<file path="src/rtl/count_step_decoder.sv">
// Receive-side decoder for the 2-bit E/F mod-4 counter.
// Recovers E/F steps, tracks signed position, flags illegal jumps.
module count_step_decoder #(
    parameter int W = 8
) (
    input  logic                clk,
    input  logic                rst,
    input  logic [1:0]          cnt_in,
    input  logic                in_valid,
    input  logic                err_clr,
    input  logic                pos_clr,
    output logic                e_out,
    output logic                f_out,
    output logic signed [W-1:0] pos,
    output logic                locked,
    output logic                err
);

    typedef enum logic [1:0] {
        UNLOCKED,
        TRACK,
        ERROR
    } state_t;

    state_t     state;
    logic [1:0] prev;
    logic [1:0] d;
    logic       st_hold;
    logic       st_up;
    logic       st_dn;
    logic       st_bad;

    assign d       = cnt_in - prev;
    assign st_hold = (d == 2'd0);
    assign st_up   = (d == 2'd1);
    assign st_bad  = (d == 2'd2);
    assign st_dn   = (d == 2'd3);

    always_ff @(posedge clk or negedge rst) begin
        if (!rst) begin
            state  <= UNLOCKED;
            prev   <= 2'b00;
            e_out  <= 1'b0;
            f_out  <= 1'b0;
            pos    <= '0;
            locked <= 1'b0;
            err    <= 1'b0;
        end else begin
            e_out <= 1'b0;
            f_out <= 1'b0;
            unique case (state)
                UNLOCKED: begin
                    if (in_valid) begin
                        prev   <= cnt_in;
                        locked <= 1'b1;
                        state  <= TRACK;
                    end
                end
                TRACK: begin
                    if (in_valid) begin
                        unique case (1'b1)
                            st_hold: prev <= cnt_in;
                            st_up: begin
                                prev  <= cnt_in;
                                e_out <= 1'b1;
                                pos   <= pos + W'(1);
                            end
                            st_dn: begin
                                prev  <= cnt_in;
                                e_out <= 1'b1;
                                f_out <= 1'b1;
                                pos   <= pos - W'(1);
                            end
                            st_bad: begin
                                err    <= 1'b1;
                                locked <= 1'b0;
                                state  <= ERROR;
                            end
                            default: ;
                        endcase
                    end
                end
                ERROR: begin
                    if (err_clr) begin
                        err   <= 1'b0;
                        state <= UNLOCKED;
                    end
                end
                default: state <= UNLOCKED;
            endcase
            // Clear overrides any step taken this cycle.
            if (pos_clr) pos <= '0;
        end
    end

endmodule
</file>
<file path="config.mk">
export PLATFORM = sky130hd
export DESIGN_NAME = count_step_decoder
export DESIGN_NICKNAME = d
export VERILOG_FILES = /design/src/rtl/count_step_decoder.sv
export SDC_FILE = /design/constraint.sdc
export NUM_CORES = 1
export LEC_CHECK = 0
export ABC_AREA = 1
export CAP_MARGIN = 20
export CORE_UTILIZATION = 37
export CTS_BUF_LIST = sky130_fd_sc_hd__clkbuf_8
export CTS_CLUSTER_DIAMETER = 60
export DETAILED_ROUTE_END_ITERATION = 10
export DONT_BUFFER_PORTS = 1
export PLACE_DENSITY = 0.6
export SYNTH_ARGS = -nofsm -noshare
export SYNTH_HDL_FRONTEND = slang
export SYNTH_SLANG_ARGS = --single-unit
</file>
<file path="constraint.sdc">
create_clock -name clk -period 2.55 [get_ports clk]
set_input_delay 0.51 -clock clk [delete_from_list [all_inputs] [get_ports clk]]
set_output_delay 0.51 -clock clk [all_outputs]
set_load 0.05 [all_outputs]
</file>
# [Word level (Yosys, flattened, before mapping)]
# Cells that the tools add are included.
[totals] regBits=16 in_bits=7 output_inout_bits=12 word_cells=61
[op_classes] addsub=3 n_eq_ne=10 n_mux=27 n_reduce_logical=14
[ops] op="$mux W8" n=3
[ops] op="$pmux W8 S2" n=1
[ops] op="$reduce_and A4 Y1" n=4
[ops] op="$mux W2" n=7
[ops] op="$mux W1" n=12
[ops] op="$ne A2 B2 Y1 const B" n=5
[ops] op="$add A8 B2 Y8 const B" n=1
[ops] op="$reduce_bool A2 Y1" n=4
[ops] op="$sub A8 B2 Y8 const B" n=1
[ops] op="$eq A2 B2 Y1 const B" n=3
[ops] op="$pmux W2 S3" n=1
[ops] op="$eq A2 B1 Y1 const B" n=2
[ops] op="$logic_not A2 Y1" n=2
[ops] op="$pmux W1 S2" n=2
[ops] op="$pmux W2 S2" n=1
[ops] op="$reduce_and A3 Y1" n=1
[ops] op="$reduce_bool A3 Y1" n=1
[ops] op="$reduce_or A3 Y1" n=1
[ops] op="$reduce_or A2 Y1" n=1
[ops] op="$sub A2 B2 Y2" n=1

# [Depth between registers and ports, before layout]
# Gate-level depths: netlist of the first run.
[depth] ltp_word=6 ltp_mapped=18 depth_no_buf=18

# [Worst setup path before layout of the first run]
# Ideal clock, no wire load.
[synth_timing] kind="input to register" startpoint="input cnt_in[0]" endpoint="register pos[7]" setup_ns=0.118 t_arrival_ns=1.971 setup_slack_ns=0.461 path_stages=11 path_cell_list="inv_1 -> ha_1 -> inv_1 -> nand3_4 -> inv_2 -> ha_1 -> a21oi_1 -> a21boi_2 -> nand3_1 -> nand3_1 -> nand2_1"
[synth_via] elab_chain_cells=6 word_cells_on_any_way=9 classes_between="add/sub: 1; eq/ne: 2; mux: 4; reduce/logical: 2"
[synth_rtl] element="start: declaration" line_no="8" rtl="input logic [1:0] cnt_in,"
[synth_rtl] element="$sub A2 B2 Y2 (*)" line_no="33" rtl="assign d = cnt_in - prev;"
[synth_rtl] element="$eq A2 B2 Y1 or $eq A2 B1 Y1 (tied branches)" line_no="37, 35"
[synth_rtl] element="$pmux W8 S2" line_no="61" rtl="unique case (1'b1)"
[synth_rtl] element="$mux W8" line_no="60" rtl="if (in_valid) begin"
[synth_rtl] element="$mux W8" line_no="51" rtl="unique case (state)"
[synth_rtl] element="$mux W8" line_no="92" rtl="if (pos_clr) pos <= '0;"
[synth_rtl] element="end signal: assignment" line_no="66" rtl="pos <= pos + W'(1);"
[synth_rtl] element="end signal: assignment" line_no="72" rtl="pos <= pos - W'(1);"
[synth_rtl] element="end: declaration" line_no="14" rtl="output logic signed [W-1:0] pos,"
# Every way passes the cells marked *; elsewhere a longest branch is shown, timed or not. The select of a mux whose other input is x is not followed.
# A chain may end at the register's enable or synchronous reset.

# [Worst setup path in the final report of the first run]
[layout_timing] startpoint="register prev[0]" endpoint="register pos[7]"
[layout_via] elab_chain_cells=6 word_cells_on_any_way=9 classes_between="add/sub: 1; eq/ne: 2; mux: 4; reduce/logical: 2"
[layout_rtl] element="start: declaration" line_no="26" rtl="logic [1:0] prev;"
[layout_rtl] element="start signal: assignment" line_no="54" rtl="prev <= cnt_in;"
[layout_rtl] element="start signal: assignment" line_no="62" rtl="st_hold: prev <= cnt_in;"
[layout_rtl] element="start signal: assignment" line_no="64" rtl="prev <= cnt_in;"
[layout_rtl] element="$sub A2 B2 Y2 (*)" line_no="33"
[layout_rtl] element="$eq A2 B2 Y1 or $eq A2 B1 Y1 (tied branches)" line_no="37, 35"
[layout_rtl] element="$pmux W8 S2" line_no="61"
[layout_rtl] element="$mux W8" line_no="60"
[layout_rtl] element="$mux W8" line_no="51"
[layout_rtl] element="$mux W8" line_no="92"
# Marked as above.

==> results of run 1 <==
==> metal layers <==
layer	track usage, %	part of all wire [%]	vias up
met5	0	0	-
met4	4.286	0.59	0
met3	2.576	4.0	2
met2	21.34	45	11
met1	19.85	51	384
li1	-	-	468
==> cells in the final DEF (no fill, tap or decap) <==
master / count
sky130_fd_sc_hd__or2_2: 1
sky130_fd_sc_hd__nand3_2: 1
sky130_fd_sc_hd__buf_4: 2
sky130_fd_sc_hd__nand3b_1: 1
sky130_fd_sc_hd__o21bai_2: 1
sky130_fd_sc_hd__o21ai_1: 1
sky130_fd_sc_hd__xnor2_1: 1
sky130_fd_sc_hd__nor2_2: 2
sky130_fd_sc_hd__nor2_4: 1
sky130_fd_sc_hd__nand4_1: 3
sky130_fd_sc_hd__dlygate4sd3_1: 1
sky130_fd_sc_hd__nand2_2: 5
sky130_fd_sc_hd__nor3_2: 1
sky130_fd_sc_hd__dfrtp_1: 16
sky130_fd_sc_hd__nor2_1: 6
sky130_fd_sc_hd__nand2_4: 1
sky130_fd_sc_hd__o22ai_1: 1
sky130_fd_sc_hd__inv_1: 23
sky130_fd_sc_hd__ha_1: 5
sky130_fd_sc_hd__a32oi_1: 1
sky130_fd_sc_hd__nand3_1: 7
sky130_fd_sc_hd__xor2_1: 1
sky130_fd_sc_hd__clkbuf_8: 4
sky130_fd_sc_hd__or3_1: 1
sky130_fd_sc_hd__a21oi_1: 2
sky130_fd_sc_hd__nand2_1: 47
sky130_fd_sc_hd__inv_2: 1
sky130_fd_sc_hd__o21ai_0: 9
sky130_fd_sc_hd__a21boi_2: 1
sky130_fd_sc_hd__a31oi_1: 1
sky130_fd_sc_hd__nand3_4: 1
==> cell type report <==
type / count / area, µm² / area share [%]
multi-input combinational: 102 / 560.5 / 47.97
sequential: 16 / 400.4 / 34.26
inverter: 24 / 90.09 / 7.709
clock buffer: 4 / 55.05 / 4.711
tap: 30 / 37.54 / 3.212
timing repair buffer: 3 / 25.02 / 2.141
==> worst max-delay path by stage <==
stage                    from     end  slack [ns]  cells after the start
floorplan           cnt_in[0]  pos[7]        0.46                     11
global placement    cnt_in[0]  pos[7]        0.32                     12
detailed placement  cnt_in[0]  pos[7]        0.28                     11
CTS                   prev[0]  pos[7]        0.43                     10
global route          prev[0]  pos[6]        0.23                     14
finish                prev[0]  pos[7]        0.44                     10
==> cells by family (layout without fill, tap and decap cells) <==
| group | after synthesis | in the layout | synth area share, % |
|---|---|---|---|
| buffers and inverters | 24 | 31 | 8.571 |
| xor gates and xnor gates | 2 | 2 | 1.667 |
| adders and majority gates | 5 | 5 | 5.952 |
| DFF | 16 | 16 | 38.09 |
| and+or+nand+nor | 78 | 78 | 35.83 |
| AOI/OAI and AO/OA | 17 | 17 | 9.881 |
==> power by group through the flow <==
| stage | Combinational, mW | Clock, mW | Sequential, mW |
|---|---|---|---|
| floorplan | 0.480 | 0 | 0.541 |
| global placement | 0.589 | 0 | 0.536 |
| detailed placement | 0.600 | 0 | 0.537 |
| CTS | 0.608 | 0.235 | 0.533 |
| global route | 0.699 | 0.251 | 0.544 |
| finish | 0.604 | 0.226 | 0.532 |
==> worst max-delay path, cell delays in order (launching register included) <==
cell and delay (ns):
sky130_fd_sc_hd__dfrtp_1 0.39, sky130_fd_sc_hd__ha_1 0.30, sky130_fd_sc_hd__inv_1 0.19, sky130_fd_sc_hd__nand3_4 0.16, sky130_fd_sc_hd__inv_2 0.13, sky130_fd_sc_hd__ha_1 0.27
sky130_fd_sc_hd__a21oi_1 0.14, sky130_fd_sc_hd__a21boi_2 0.18, sky130_fd_sc_hd__nand3_1 0.09, sky130_fd_sc_hd__nand3_1 0.08, sky130_fd_sc_hd__nand2_1 0.05
==> through the flow <==
| step | instance area (µm²) | worst slack (ns) | power (mW) |
|---|---|---|---|
| after floorplan | 1051 | 0.4611 | 1.021 |
| after global placement | 1104 | 0.3184 | 1.125 |
| after detailed placement | 1104 | 0.2778 | 1.136 |
| after CTS | 1169 | 0.4293 | 1.376 |
| after global routing | 1169 | 0.2328 | 1.493 |
| final | 1169 | 0.4426 | 1.362 |
==> state kept, by name, indices dropped and copies added, names as in the netlist <==
register  flops
e_out         1
state         2
locked        1
f_out         1
prev          2
pos           8
err           1
==> what timing repair did <==
action                                 in CTS  in global routing
endpoints found under the hold margin      16                  0
resized for setup                           0                  0
hold buffers                                1                  0
==> metrics.txt, run 1 <==
# TYPE chip_impl_metric gauge
chip_impl_info{name="reg2reg_from",value="prev[0]"} 1
chip_impl_metric{name="final-max-slew-violation-count",unit=""} 0
chip_impl_metric{name="routability_cong",unit=""} 0.8639
chip_impl_info{name="root_buffer",value="sky130_fd_sc_hd__clkbuf_8"} 1
chip_impl_metric{name="p_switching",unit="mW"} 0.6917
chip_impl_metric{name="fillCellCount",unit=""} 254
chip_impl_metric{name="worstSkewPairLatency",unit="ns"} 0.25
chip_impl_metric{name="core_area",unit="µm²"} 2590
chip_impl_info{name="hp-start",value="err_clr"} 1
chip_impl_metric{name="ios",unit=""} 19
chip_impl_metric{name="n_antenna_cell",unit=""} 0
chip_impl_info{name="critical_path.startpoint_type",value="flop"} 1
chip_impl_metric{name="clk_path_buf_depth",unit=""} 2
chip_impl_metric{name="timing.max_cap.violations",unit=""} 0
chip_impl_metric{name="route.vias.total",unit=""} 865
chip_impl_metric{name="crit_share_post_route",unit="%"} 82.64
chip_impl_info{name="min_path_type",value="primary input to flop"} 1
chip_impl_metric{name="netlist-cell-type-count",unit=""} 28
chip_impl_info{name="status",value="finished, final reports clean"} 1
chip_impl_metric{name="floorplan.die.height",unit="µm"} 55.30
chip_impl_metric{name="number_of_antenna_violations_at_the_first_check_in_global_routing",unit=""} 0
chip_impl_metric{name="yosys_warns",unit=""} 0
chip_impl_metric{name="worst_ep_required_time",unit="ns"} 2.69
chip_impl_metric{name="skew",unit="ns"} 0.005146
chip_impl_metric{name="post_drt_wl_per_cell",unit="µm"} 11.30
chip_impl_metric{name="power.sequential.fraction",unit="%"} 39.1
chip_impl_metric{name="timing.fmax",unit="MHz"} 474.5
chip_impl_info{name="critical_path_class",value="flop to flop"} 1
chip_impl_metric{name="drc",unit=""} 0
chip_impl_metric{name="row_count",unit=""} 18
chip_impl_metric{name="slew_headroom",unit="%"} 52.02
chip_impl_metric{name="final_core_util",unit="%"} 45.12
chip_impl_info{name="netlist.top_cell.by_area",value="sky130_fd_sc_hd__dfrtp_1"} 1
chip_impl_metric{name="antenna_violating_nets_post_route",unit=""} 0
chip_impl_metric{name="finalNonFillerCells",unit=""} 179
chip_impl_metric{name="max_slew.worst_pin.slew",unit="ns"} 0.7174
chip_impl_metric{name="p_int",unit="mW"} 0.6703
chip_impl_metric{name="tns",unit="ns"} 0
chip_impl_info{name="synth_commonest_cells",value="47 x sky130_fd_sc_hd__nand2_1, 23 x sky130_fd_sc_hd__inv_1, 16 x sky130_fd_sc_hd__dfrtp_1"} 1
chip_impl_info{name="rsz0062_at_grt",value="false"} 1
chip_impl_info{name="setup.worst_path.end_class",value="flop"} 1
chip_impl_metric{name="synth_fp_nets",unit=""} 154
chip_impl_metric{name="cp_arrival",unit="ns"} 2.24
chip_impl_metric{name="power.share.clock",unit="%"} 16.6
chip_impl_metric{name="synthesized_flop_and_latch_total",unit=""} 16
chip_impl_metric{name="setup_viol",unit=""} 0
chip_impl_info{name="hold-path-endpoint",value="state[1]"} 1
chip_impl_metric{name="regToRegSetupSlack",unit="ns"} 0.44
chip_impl_metric{name="yosysTopAreaCellShare",unit="%"} 38.10
chip_impl_metric{name="hold-path-cell-count",unit=""} 1
chip_impl_metric{name="post_synth.cell_area_avg",unit="µm²"} 7.401
chip_impl_metric{name="static-leakage-power",unit="nW"} 0.6496
chip_impl_metric{name="cts_htree_levels",unit=""} 1
chip_impl_metric{name="r2r_cells",unit=""} 10
chip_impl_metric{name="floorplan.initialDensity",unit="%"} 40.58
chip_impl_metric{name="worst_ir_drop_vdd",unit="mV"} 0.5474
chip_impl_metric{name="initialDrtViolationCount",unit=""} 20
chip_impl_metric{name="detail_route.wirelength",unit="mm"} 2.023
chip_impl_metric{name="final_net_count",unit=""} 162
chip_impl_info{name="synth_top_cells_by_area",value="sky130_fd_sc_hd__dfrtp_1 38%, sky130_fd_sc_hd__nand2_1 17%, sky130_fd_sc_hd__inv_1 8.2%"} 1
chip_impl_metric{name="grt.total_usage",unit="%"} 13.92
chip_impl_metric{name="die-width",unit="µm"} 55.30
chip_impl_metric{name="die_area",unit="µm²"} 3058
chip_impl_metric{name="router_iterations_before_antenna_repair",unit=""} 4
chip_impl_info{name="tritoncts_clock_tree",value="built"} 1
chip_impl_metric{name="hpwl",unit="mm"} 1.580
chip_impl_metric{name="worst_hold_slack",unit="ns"} 0.3731
chip_impl_info{name="worst_r2r_endpoint",value="pos[7]"} 1
chip_impl_metric{name="first_pass_grt_wire_length",unit="mm"} 3.401
chip_impl_metric{name="synthCells",unit=""} 142
chip_impl_metric{name="critical_path.max_fanout",unit=""} 7
chip_impl_metric{name="cts.sinks",unit=""} 16
chip_impl_metric{name="port_buffers",unit=""} 0
chip_impl_metric{name="synth_async_sr_flop_share",unit="%"} 100.0
chip_impl_metric{name="synth.cell_area",unit="µm²"} 1051
chip_impl_metric{name="cts_made_buffers",unit=""} 3
chip_impl_metric{name="postCtsSetupBuffers",unit=""} 0
chip_impl_metric{name="overflow",unit=""} 0
chip_impl_metric{name="count_of_flip_flops_with_a_built_in_enable_after_synthesis",unit=""} 0
chip_impl_metric{name="place.detailed.instances",unit=""} 174
chip_impl_metric{name="area_delta_synth_final",unit="%"} 11.19
chip_impl_metric{name="drive_gt1_share",unit="%"} 14.77
chip_impl_metric{name="ys_seq_area_share",unit="%"} 38.10
chip_impl_metric{name="combPwrFrac",unit="%"} 44.3
chip_impl_metric{name="hold_violations",unit=""} 0
chip_impl_metric{name="worst_setup_hold_path_clk_slew",unit="ns"} 0.07
chip_impl_metric{name="power.density_cell_area",unit="nW/µm²"} 1165
chip_impl_metric{name="route.detailed.vias_per_inst",unit=""} 4.832
chip_impl_metric{name="switching_share",unit="%"} 50.79
chip_impl_info{name="most_used_flip_flop_cell_after_synthesis",value="sky130_fd_sc_hd__dfrtp_1"} 1
chip_impl_metric{name="finalCriticalPeriod",unit="ns"} 2.107
chip_impl_metric{name="number_of_global_route_vias_before_repair",unit=""} 772
chip_impl_metric{name="grt_start_max_net_pins",unit=""} 17
chip_impl_info{name="yosys.cell_count.top_type",value="sky130_fd_sc_hd__nand2_1"} 1
(Power assumes the default switching activity.)
==> run 2: changes to the inputs <==
==> constraint.sdc (replaced) <==
create_clock -name clk -period 2.2 [get_ports clk]
set_input_delay 0.44 -clock clk [delete_from_list [all_inputs] [get_ports clk]]
set_output_delay 0.44 -clock clk [all_outputs]
set_load 0.05 [all_outputs]
==> run 2 against run 1 <==
First-iteration DRC count down 15%. Clock power up 18%. Wire length up 10%. Largest power group unchanged. Critical path type unchanged. Total power up 22%. Combinational power up 32%. Design area up 3.9%. Non-clock buffer count up 6. Sequential power up 12%. Register-to-register slack worse by 0.23 ns. Via count up 5.4%.
==> metrics.txt, run 2 (synthesized netlist as in run 1, its figures left out) <==
# TYPE chip_impl_metric gauge
chip_impl_info{name="status",value="finished, final reports clean"} 1
chip_impl_metric{name="floorplan.die.height",unit="µm"} 55.30
chip_impl_info{name="leading_cell_type_in_the_layout_fill_and_taps_excluded",value="sky130_fd_sc_hd__nand2_1"} 1
chip_impl_metric{name="static-leakage-power",unit="nW"} 0.6764
chip_impl_metric{name="overflow",unit=""} 0
chip_impl_metric{name="route.vias.total",unit=""} 912
chip_impl_metric{name="drive_gt1_share",unit="%"} 18.71
chip_impl_metric{name="power.density_cell_area",unit="nW/µm²"} 1369
chip_impl_info{name="reg.largest.list",value="pos x8, prev x2, state x2"} 1
chip_impl_metric{name="switching_share",unit="%"} 49.76
chip_impl_metric{name="floorplan.initialDensity",unit="%"} 40.58
chip_impl_metric{name="final-max-slew-violation-count",unit=""} 0
chip_impl_info{name="final_cell_mix",value="47 x sky130_fd_sc_hd__nand2_1, 22 x sky130_fd_sc_hd__inv_1, 16 x sky130_fd_sc_hd__dfrtp_1, 9 x sky130_fd_sc_hd__o21ai_0, 8 x sky130_fd_sc_hd__buf_4"} 1
chip_impl_metric{name="regToRegSetupSlack",unit="ns"} 0.22
chip_impl_metric{name="max_slew.worst_pin.slew",unit="ns"} 0.7423
chip_impl_info{name="reg2reg_from",value="prev[0]"} 1
chip_impl_metric{name="area_delta_synth_final",unit="%"} 15.48
chip_impl_metric{name="hpwl",unit="mm"} 1.663
chip_impl_metric{name="finalCriticalPeriod",unit="ns"} 1.983
chip_impl_metric{name="p_int",unit="mW"} 0.8346
chip_impl_metric{name="path_buf_inv",unit=""} 2
chip_impl_info{name="critical_path.cell_chain",value="ha_1 > inv_2 > nand3_4 > inv_2 > ha_1 > a21oi_1 > a21boi_2 > nand3_1 > nand3_1 > nand2_1"} 1
chip_impl_metric{name="worst_ir_drop_vdd",unit="mV"} 0.6499
chip_impl_metric{name="router_iterations_before_antenna_repair",unit=""} 4
chip_impl_info{name="hold-path-endpoint",value="state[1]"} 1
chip_impl_info{name="tritoncts_clock_tree",value="built"} 1
chip_impl_metric{name="p_switching",unit="mW"} 0.8266
chip_impl_metric{name="crit_share_post_route",unit="%"} 90.12
chip_impl_info{name="setup.worst_path.end_class",value="flop"} 1
chip_impl_metric{name="cts.sinks",unit=""} 16
chip_impl_metric{name="port_buffers",unit=""} 0
chip_impl_metric{name="route.detailed.vias_per_inst",unit=""} 4.930
chip_impl_metric{name="first_pass_grt_wire_length",unit="mm"} 4.071
chip_impl_metric{name="tns",unit="ns"} 0
chip_impl_info{name="timing.critical_path.max_delay_family",value="adder cells"} 1
chip_impl_metric{name="setup_viol",unit=""} 0
chip_impl_metric{name="number_of_antenna_violations_at_the_first_check_in_global_routing",unit=""} 0
chip_impl_metric{name="routability_cong",unit=""} 0.8711
chip_impl_metric{name="row_count",unit=""} 18
chip_impl_metric{name="timing.max_cap.violations",unit=""} 0
chip_impl_metric{name="grt.total_usage",unit="%"} 16.49
chip_impl_metric{name="cp_arrival",unit="ns"} 2.13
chip_impl_metric{name="timing.fmax",unit="MHz"} 504.4
chip_impl_metric{name="hold_violations",unit=""} 0
chip_impl_info{name="timing.critical_path.slowest_stage_cell",value="sky130_fd_sc_hd__dfrtp_1"} 1
chip_impl_info{name="largest_register",value="pos"} 1
chip_impl_metric{name="final_net_count",unit=""} 168
chip_impl_metric{name="drc",unit=""} 0
chip_impl_metric{name="worst_hold_slack",unit="ns"} 0.2961
chip_impl_metric{name="grt_start_max_net_pins",unit=""} 17
chip_impl_info{name="root_buffer",value="sky130_fd_sc_hd__clkbuf_8"} 1
chip_impl_metric{name="number_of_global_route_vias_before_repair",unit=""} 920
chip_impl_info{name="rsz0062_at_grt",value="false"} 1
chip_impl_metric{name="core_area",unit="µm²"} 2590
chip_impl_metric{name="r2r_cells",unit=""} 10
chip_impl_info{name="hp-start",value="err_clr"} 1
chip_impl_metric{name="hold-path-cell-count",unit=""} 1
chip_impl_metric{name="worst_ep_required_time",unit="ns"} 2.35
chip_impl_metric{name="critical_path.max_stage_delay",unit="ns"} 0.39
chip_impl_metric{name="largest_reg_flops",unit=""} 8
chip_impl_metric{name="power.total",unit="mW"} 1.661
chip_impl_metric{name="post_drt_wl_per_cell",unit="µm"} 12.07
chip_impl_metric{name="ios",unit=""} 19
chip_impl_metric{name="power.share.clock",unit="%"} 16.0
chip_impl_metric{name="antenna_violating_nets_post_route",unit=""} 0
chip_impl_metric{name="initialDrtViolationCount",unit=""} 17
chip_impl_info{name="critical_path.startpoint_type",value="flop"} 1
chip_impl_metric{name="clk_path_buf_depth",unit=""} 2
chip_impl_metric{name="cts_made_buffers",unit=""} 3
chip_impl_metric{name="skew",unit="ns"} 0.004548
chip_impl_metric{name="power.sequential.fraction",unit="%"} 35.9
chip_impl_metric{name="combPwrFrac",unit="%"} 48.1
chip_impl_metric{name="n_antenna_cell",unit=""} 0
chip_impl_metric{name="die-width",unit="µm"} 55.30
chip_impl_metric{name="final_core_util",unit="%"} 46.86
chip_impl_metric{name="detail_route.wirelength",unit="mm"} 2.233
chip_impl_metric{name="die_area",unit="µm²"} 3058
chip_impl_metric{name="worst_setup_hold_path_clk_slew",unit="ns"} 0.07
chip_impl_info{name="worst_r2r_endpoint",value="pos[7]"} 1
chip_impl_metric{name="cts_htree_levels",unit=""} 1
chip_impl_metric{name="slew_headroom",unit="%"} 50.35
chip_impl_metric{name="critical_path.max_fanout",unit=""} 6
chip_impl_info{name="min_path_type",value="primary input to flop"} 1
chip_impl_info{name="critical_path_class",value="flop to flop"} 1
chip_impl_metric{name="worstSkewPairLatency",unit="ns"} 0.25
run 2: power groups by stage:
stage	sequential [mW]	combinational [mW]	clock (mW)
3_3_place_gp	0.602	0.712	0
2_1_floorplan	0.627	0.557	0
4_1_cts	0.595	0.740	0.276
5_1_grt	0.608	0.924	0.288
6_report	0.597	0.799	0.266
3_5_place_dp	0.600	0.726	0
run 2: final cells by class:
| cell class | instances | area (µm²) |
|---|---|---|
| inverter | 24 | 90.09 |
| timing repair buffer | 9 | 70.07 |
| multi-input combinational | 102 | 560.5 |
| tap | 30 | 37.54 |
| sequential | 16 | 400.4 |
| clock buffer | 4 | 55.05 |
| fill | 249 | 1376 |
run 2: metal layers:
layer	GRT usage (%)	up-vias	routed length, µm
li1	-	474	-
met3	2.576	4	64
met5	0	-	0
met4	5.357	0	23
met1	21.93	422	1111
met2	27.37	12	1034
run 2: worst max path at each step:
stage	startpoint	cells after the start	end
after floorplan	cnt_in[0]	11	pos[7]
after global placement	cnt_in[0]	12	pos[6]
after detailed placement	cnt_in[0]	12	pos[7]
after CTS	prev[0]	10	pos[7]
after global routing	prev[0]	16	pos[6]
final	prev[0]	10	pos[7]
run 2: what timing repair did:
item | CTS | global route
hold buffers | 1 | 0
endpoints found under the hold margin | 16 | 0
gates resized for setup | 0 | 1
endpoints found under the setup margin | 0 | 3
setup buffers | 0 | 4
run 2: stage by stage:
step	area, µm²	setup WS (ns)	std cells
floorplan	1051	0.1811	142
global placement	1119	0.08055	176
detailed placement	1119	0.02678	176
CTS	1184	0.1176	181
global route	1214	0.0001834	185
finish	1214	0.2173	185
run 2: worst register-to-register path, cell delays in order (launching register included):
cell and delay, ns:
sky130_fd_sc_hd__dfrtp_1 0.39, sky130_fd_sc_hd__ha_1 0.32, sky130_fd_sc_hd__inv_2 0.12, sky130_fd_sc_hd__nand3_4 0.11, sky130_fd_sc_hd__inv_2 0.12, sky130_fd_sc_hd__ha_1 0.27, sky130_fd_sc_hd__a21oi_1 0.15, sky130_fd_sc_hd__a21boi_2 0.18
sky130_fd_sc_hd__nand3_1 0.09, sky130_fd_sc_hd__nand3_1 0.08, sky130_fd_sc_hd__nand2_1 0.05
==> run 3: changes to the inputs <==
--- a/config.mk
+++ b/config.mk
@@ -7,12 +7,12 @@
 export LEC_CHECK = 0
 export ABC_AREA = 1
 export CAP_MARGIN = 20
-export CORE_UTILIZATION = 37
+export CORE_UTILIZATION = 55
 export CTS_BUF_LIST = sky130_fd_sc_hd__clkbuf_8
 export CTS_CLUSTER_DIAMETER = 60
 export DETAILED_ROUTE_END_ITERATION = 10
 export DONT_BUFFER_PORTS = 1
-export PLACE_DENSITY = 0.6
+export PLACE_DENSITY = 0.79
 export SYNTH_ARGS = -nofsm -noshare
 export SYNTH_HDL_FRONTEND = slang
 export SYNTH_SLANG_ARGS = --single-unit
==> run 3 against run 2 <==
Worst setup slack lost 0.023 ns. Wire length shrank 10%. Fmax shrank 1.1%. First-iteration DRC count grew 59%. Clock-buffer cell count is the same. Critical path type unchanged. Largest power group unchanged.
==> metrics.txt, run 3 (synthesized netlist as in run 1, its figures left out) <==
# TYPE chip_impl_metric gauge
chip_impl_metric{name="die_area",unit="µm²"} 2090
chip_impl_metric{name="floorplan.die.height",unit="µm"} 45.72
chip_impl_metric{name="skew",unit="ns"} 0.004381
chip_impl_metric{name="slew_headroom",unit="%"} 51.63
chip_impl_metric{name="drive_gt1_share",unit="%"} 16.67
chip_impl_metric{name="overflow",unit=""} 0
chip_impl_metric{name="cp_arrival",unit="ns"} 2.15
chip_impl_metric{name="finalCriticalPeriod",unit="ns"} 2.005
chip_impl_metric{name="worst_setup_hold_path_clk_slew",unit="ns"} 0.07
chip_impl_metric{name="cts.sinks",unit=""} 16
chip_impl_metric{name="final_net_count",unit=""} 163
chip_impl_metric{name="cts_made_buffers",unit=""} 3
chip_impl_info{name="final_cell_mix",value="47 x sky130_fd_sc_hd__nand2_1, 22 x sky130_fd_sc_hd__inv_1, 16 x sky130_fd_sc_hd__dfrtp_1, 9 x sky130_fd_sc_hd__o21ai_0, 7 x sky130_fd_sc_hd__nand3_1"} 1
chip_impl_info{name="rsz0062_at_grt",value="false"} 1
chip_impl_metric{name="final-max-slew-violation-count",unit=""} 0
chip_impl_metric{name="route.detailed.vias_per_inst",unit=""} 5.229
chip_impl_metric{name="die-width",unit="µm"} 45.72
chip_impl_metric{name="tns",unit="ns"} 0
chip_impl_metric{name="router_iterations_before_antenna_repair",unit=""} 4
chip_impl_info{name="min_path_type",value="primary input to flop"} 1
chip_impl_metric{name="switching_share",unit="%"} 50.82
chip_impl_metric{name="power.sequential.fraction",unit="%"} 38.3
chip_impl_metric{name="route.vias.total",unit=""} 915
chip_impl_metric{name="timing.max_cap.violations",unit=""} 0
chip_impl_metric{name="antenna_violating_nets_post_route",unit=""} 0
chip_impl_metric{name="regToRegSetupSlack",unit="ns"} 0.19
chip_impl_metric{name="worst_ir_drop_vdd",unit="mV"} 0.7665
chip_impl_metric{name="power.density_cell_area",unit="nW/µm²"} 1365
chip_impl_metric{name="floorplan.initialDensity",unit="%"} 59.57
chip_impl_metric{name="p_switching",unit="mW"} 0.8217
chip_impl_metric{name="hold_violations",unit=""} 0
chip_impl_info{name="worst_r2r_endpoint",value="pos[7]"} 1
chip_impl_metric{name="postCtsSetupBuffers",unit=""} 0
chip_impl_metric{name="ios",unit=""} 19
chip_impl_info{name="hold-path-endpoint",value="state[1]"} 1
chip_impl_metric{name="first_pass_grt_wire_length",unit="mm"} 3.291
chip_impl_metric{name="initialDrtViolationCount",unit=""} 27
chip_impl_info{name="tritoncts_clock_tree",value="built"} 1
chip_impl_metric{name="worstSkewPairLatency",unit="ns"} 0.25
chip_impl_metric{name="r2r_cells",unit=""} 10
chip_impl_metric{name="p_int",unit="mW"} 0.7951
chip_impl_metric{name="core_area",unit="µm²"} 1764
chip_impl_metric{name="row_count",unit=""} 15
chip_impl_info{name="largest_register",value="pos"} 1
chip_impl_metric{name="timing.fmax",unit="MHz"} 498.7
chip_impl_info{name="leading_cell_type_in_the_layout_fill_and_taps_excluded",value="sky130_fd_sc_hd__nand2_1"} 1
chip_impl_metric{name="area_delta_synth_final",unit="%"} 12.74
chip_impl_metric{name="power.share.clock",unit="%"} 16.3
chip_impl_metric{name="combPwrFrac",unit="%"} 45.5
chip_impl_metric{name="worst_ep_required_time",unit="ns"} 2.35
chip_impl_metric{name="n_antenna_cell",unit=""} 0
chip_impl_info{name="reg.largest.list",value="pos x8, prev x2, state x2"} 1
chip_impl_info{name="setup.worst_path.end_class",value="flop"} 1
chip_impl_metric{name="hold-path-cell-count",unit=""} 1
chip_impl_info{name="hp-start",value="err_clr"} 1
chip_impl_metric{name="setup_viol",unit=""} 0
chip_impl_metric{name="clk_path_buf_depth",unit=""} 2
chip_impl_metric{name="largest_reg_flops",unit=""} 8
chip_impl_metric{name="number_of_global_route_vias_before_repair",unit=""} 792
chip_impl_metric{name="max_slew.worst_pin.slew",unit="ns"} 0.7232
chip_impl_metric{name="grt_start_max_net_pins",unit=""} 17
chip_impl_metric{name="static-leakage-power",unit="nW"} 0.6507
chip_impl_metric{name="critical_path.max_fanout",unit=""} 7
chip_impl_metric{name="port_buffers",unit=""} 0
chip_impl_metric{name="drc",unit=""} 0
chip_impl_metric{name="detail_route.wirelength",unit="mm"} 2.002
chip_impl_metric{name="crit_share_post_route",unit="%"} 91.15
chip_impl_info{name="critical_path.startpoint_type",value="flop"} 1
chip_impl_metric{name="hpwl",unit="mm"} 1.493
chip_impl_info{name="critical_path_class",value="flop to flop"} 1
chip_impl_metric{name="routability_cong",unit=""} 0.8670
chip_impl_metric{name="worst_hold_slack",unit="ns"} 0.3068
chip_impl_metric{name="number_of_antenna_violations_at_the_first_check_in_global_routing",unit=""} 0
chip_impl_metric{name="cts_htree_levels",unit=""} 1
chip_impl_info{name="root_buffer",value="sky130_fd_sc_hd__clkbuf_8"} 1
chip_impl_metric{name="post_drt_wl_per_cell",unit="µm"} 11.44
chip_impl_metric{name="grt.total_usage",unit="%"} 21.94
chip_impl_info{name="status",value="finished, final reports clean"} 1
chip_impl_info{name="reg2reg_from",value="prev[0]"} 1
run 3: cell types whose count changed in the layout (fill, tap and decap cells not counted), sizes merged:
cell | before | now
buf | 8 | 3
run 3: repair_timing:
action | in CTS | in global routing
endpoints found under the hold margin | 16 | 0
endpoints found under the setup margin | 0 | 2
gates resized for setup | 0 | 3
hold buffers | 1 | 0
run 3: worst max-delay path by stage:
stage,start,end,slack [ns],depth (start not counted)
floorplan,cnt_in[0],pos[7],0.18,11
global placement,cnt_in[0],pos[6],0.10,17
detailed placement,cnt_in[0],pos[7],0.02,11
CTS,prev[0],pos[7],0.12,10
global route,prev[0],pos[7],0.02,11
finish,prev[0],pos[7],0.19,10
run 3: worst max-delay path, stage by stage (launching register included):
cell and delay (ns):
sky130_fd_sc_hd__dfrtp_1 0.38, sky130_fd_sc_hd__ha_1 0.32, sky130_fd_sc_hd__inv_2 0.12, sky130_fd_sc_hd__nand3_4 0.14, sky130_fd_sc_hd__inv_4 0.12, sky130_fd_sc_hd__ha_1 0.27
sky130_fd_sc_hd__a21oi_1 0.16, sky130_fd_sc_hd__a21boi_2 0.18, sky130_fd_sc_hd__nand3_1 0.08, sky130_fd_sc_hd__nand3_1 0.08, sky130_fd_sc_hd__nand2_1 0.05
run 3: metrics by stage:
step | instance area (µm²) | worst slack [ns] | power, mW | utilization, % | std cells
3_3_place_gp | 1105 | 0.1046 | 1.289 | 62.62 | 170
3_5_place_dp | 1105 | 0.02276 | 1.314 | 62.62 | 170
6_report | 1185 | 0.1948 | 1.617 | 67.16 | 175
2_1_floorplan | 1051 | 0.1811 | 1.183 | - | 142
5_1_grt | 1185 | 0.02466 | 1.751 | 67.16 | 175
4_1_cts | 1170 | 0.1153 | 1.595 | 66.31 | 175
run 3: area by class of cell:
type / instances / area, µm²
inverter: 24 / 92.59
timing repair buffer: 4 / 32.53
multi-input combinational: 102 / 573.1
fill: 151 / 579.3
tap: 25 / 31.28
sequential: 16 / 400.4
clock buffer: 4 / 55.05
run 3: power by group through the flow:
| stage | combinational [mW] | clock [mW] | sequential [mW] |
|---|---|---|---|
| floorplan | 0.557 | 0 | 0.627 |
| global placement | 0.673 | 0 | 0.616 |
| detailed placement | 0.692 | 0 | 0.623 |
| CTS | 0.709 | 0.269 | 0.617 |
| global route | 0.836 | 0.283 | 0.631 |
| finish | 0.735 | 0.263 | 0.618 |
run 3: routing by layer:
metal	global-route usage [%]	up-vias	wire, µm
met1	28.78	416	942
met2	34.57	22	927
li1	-	473	-
met4	10.59	0	34
met5	0	-	0
met3	3.968	4	97
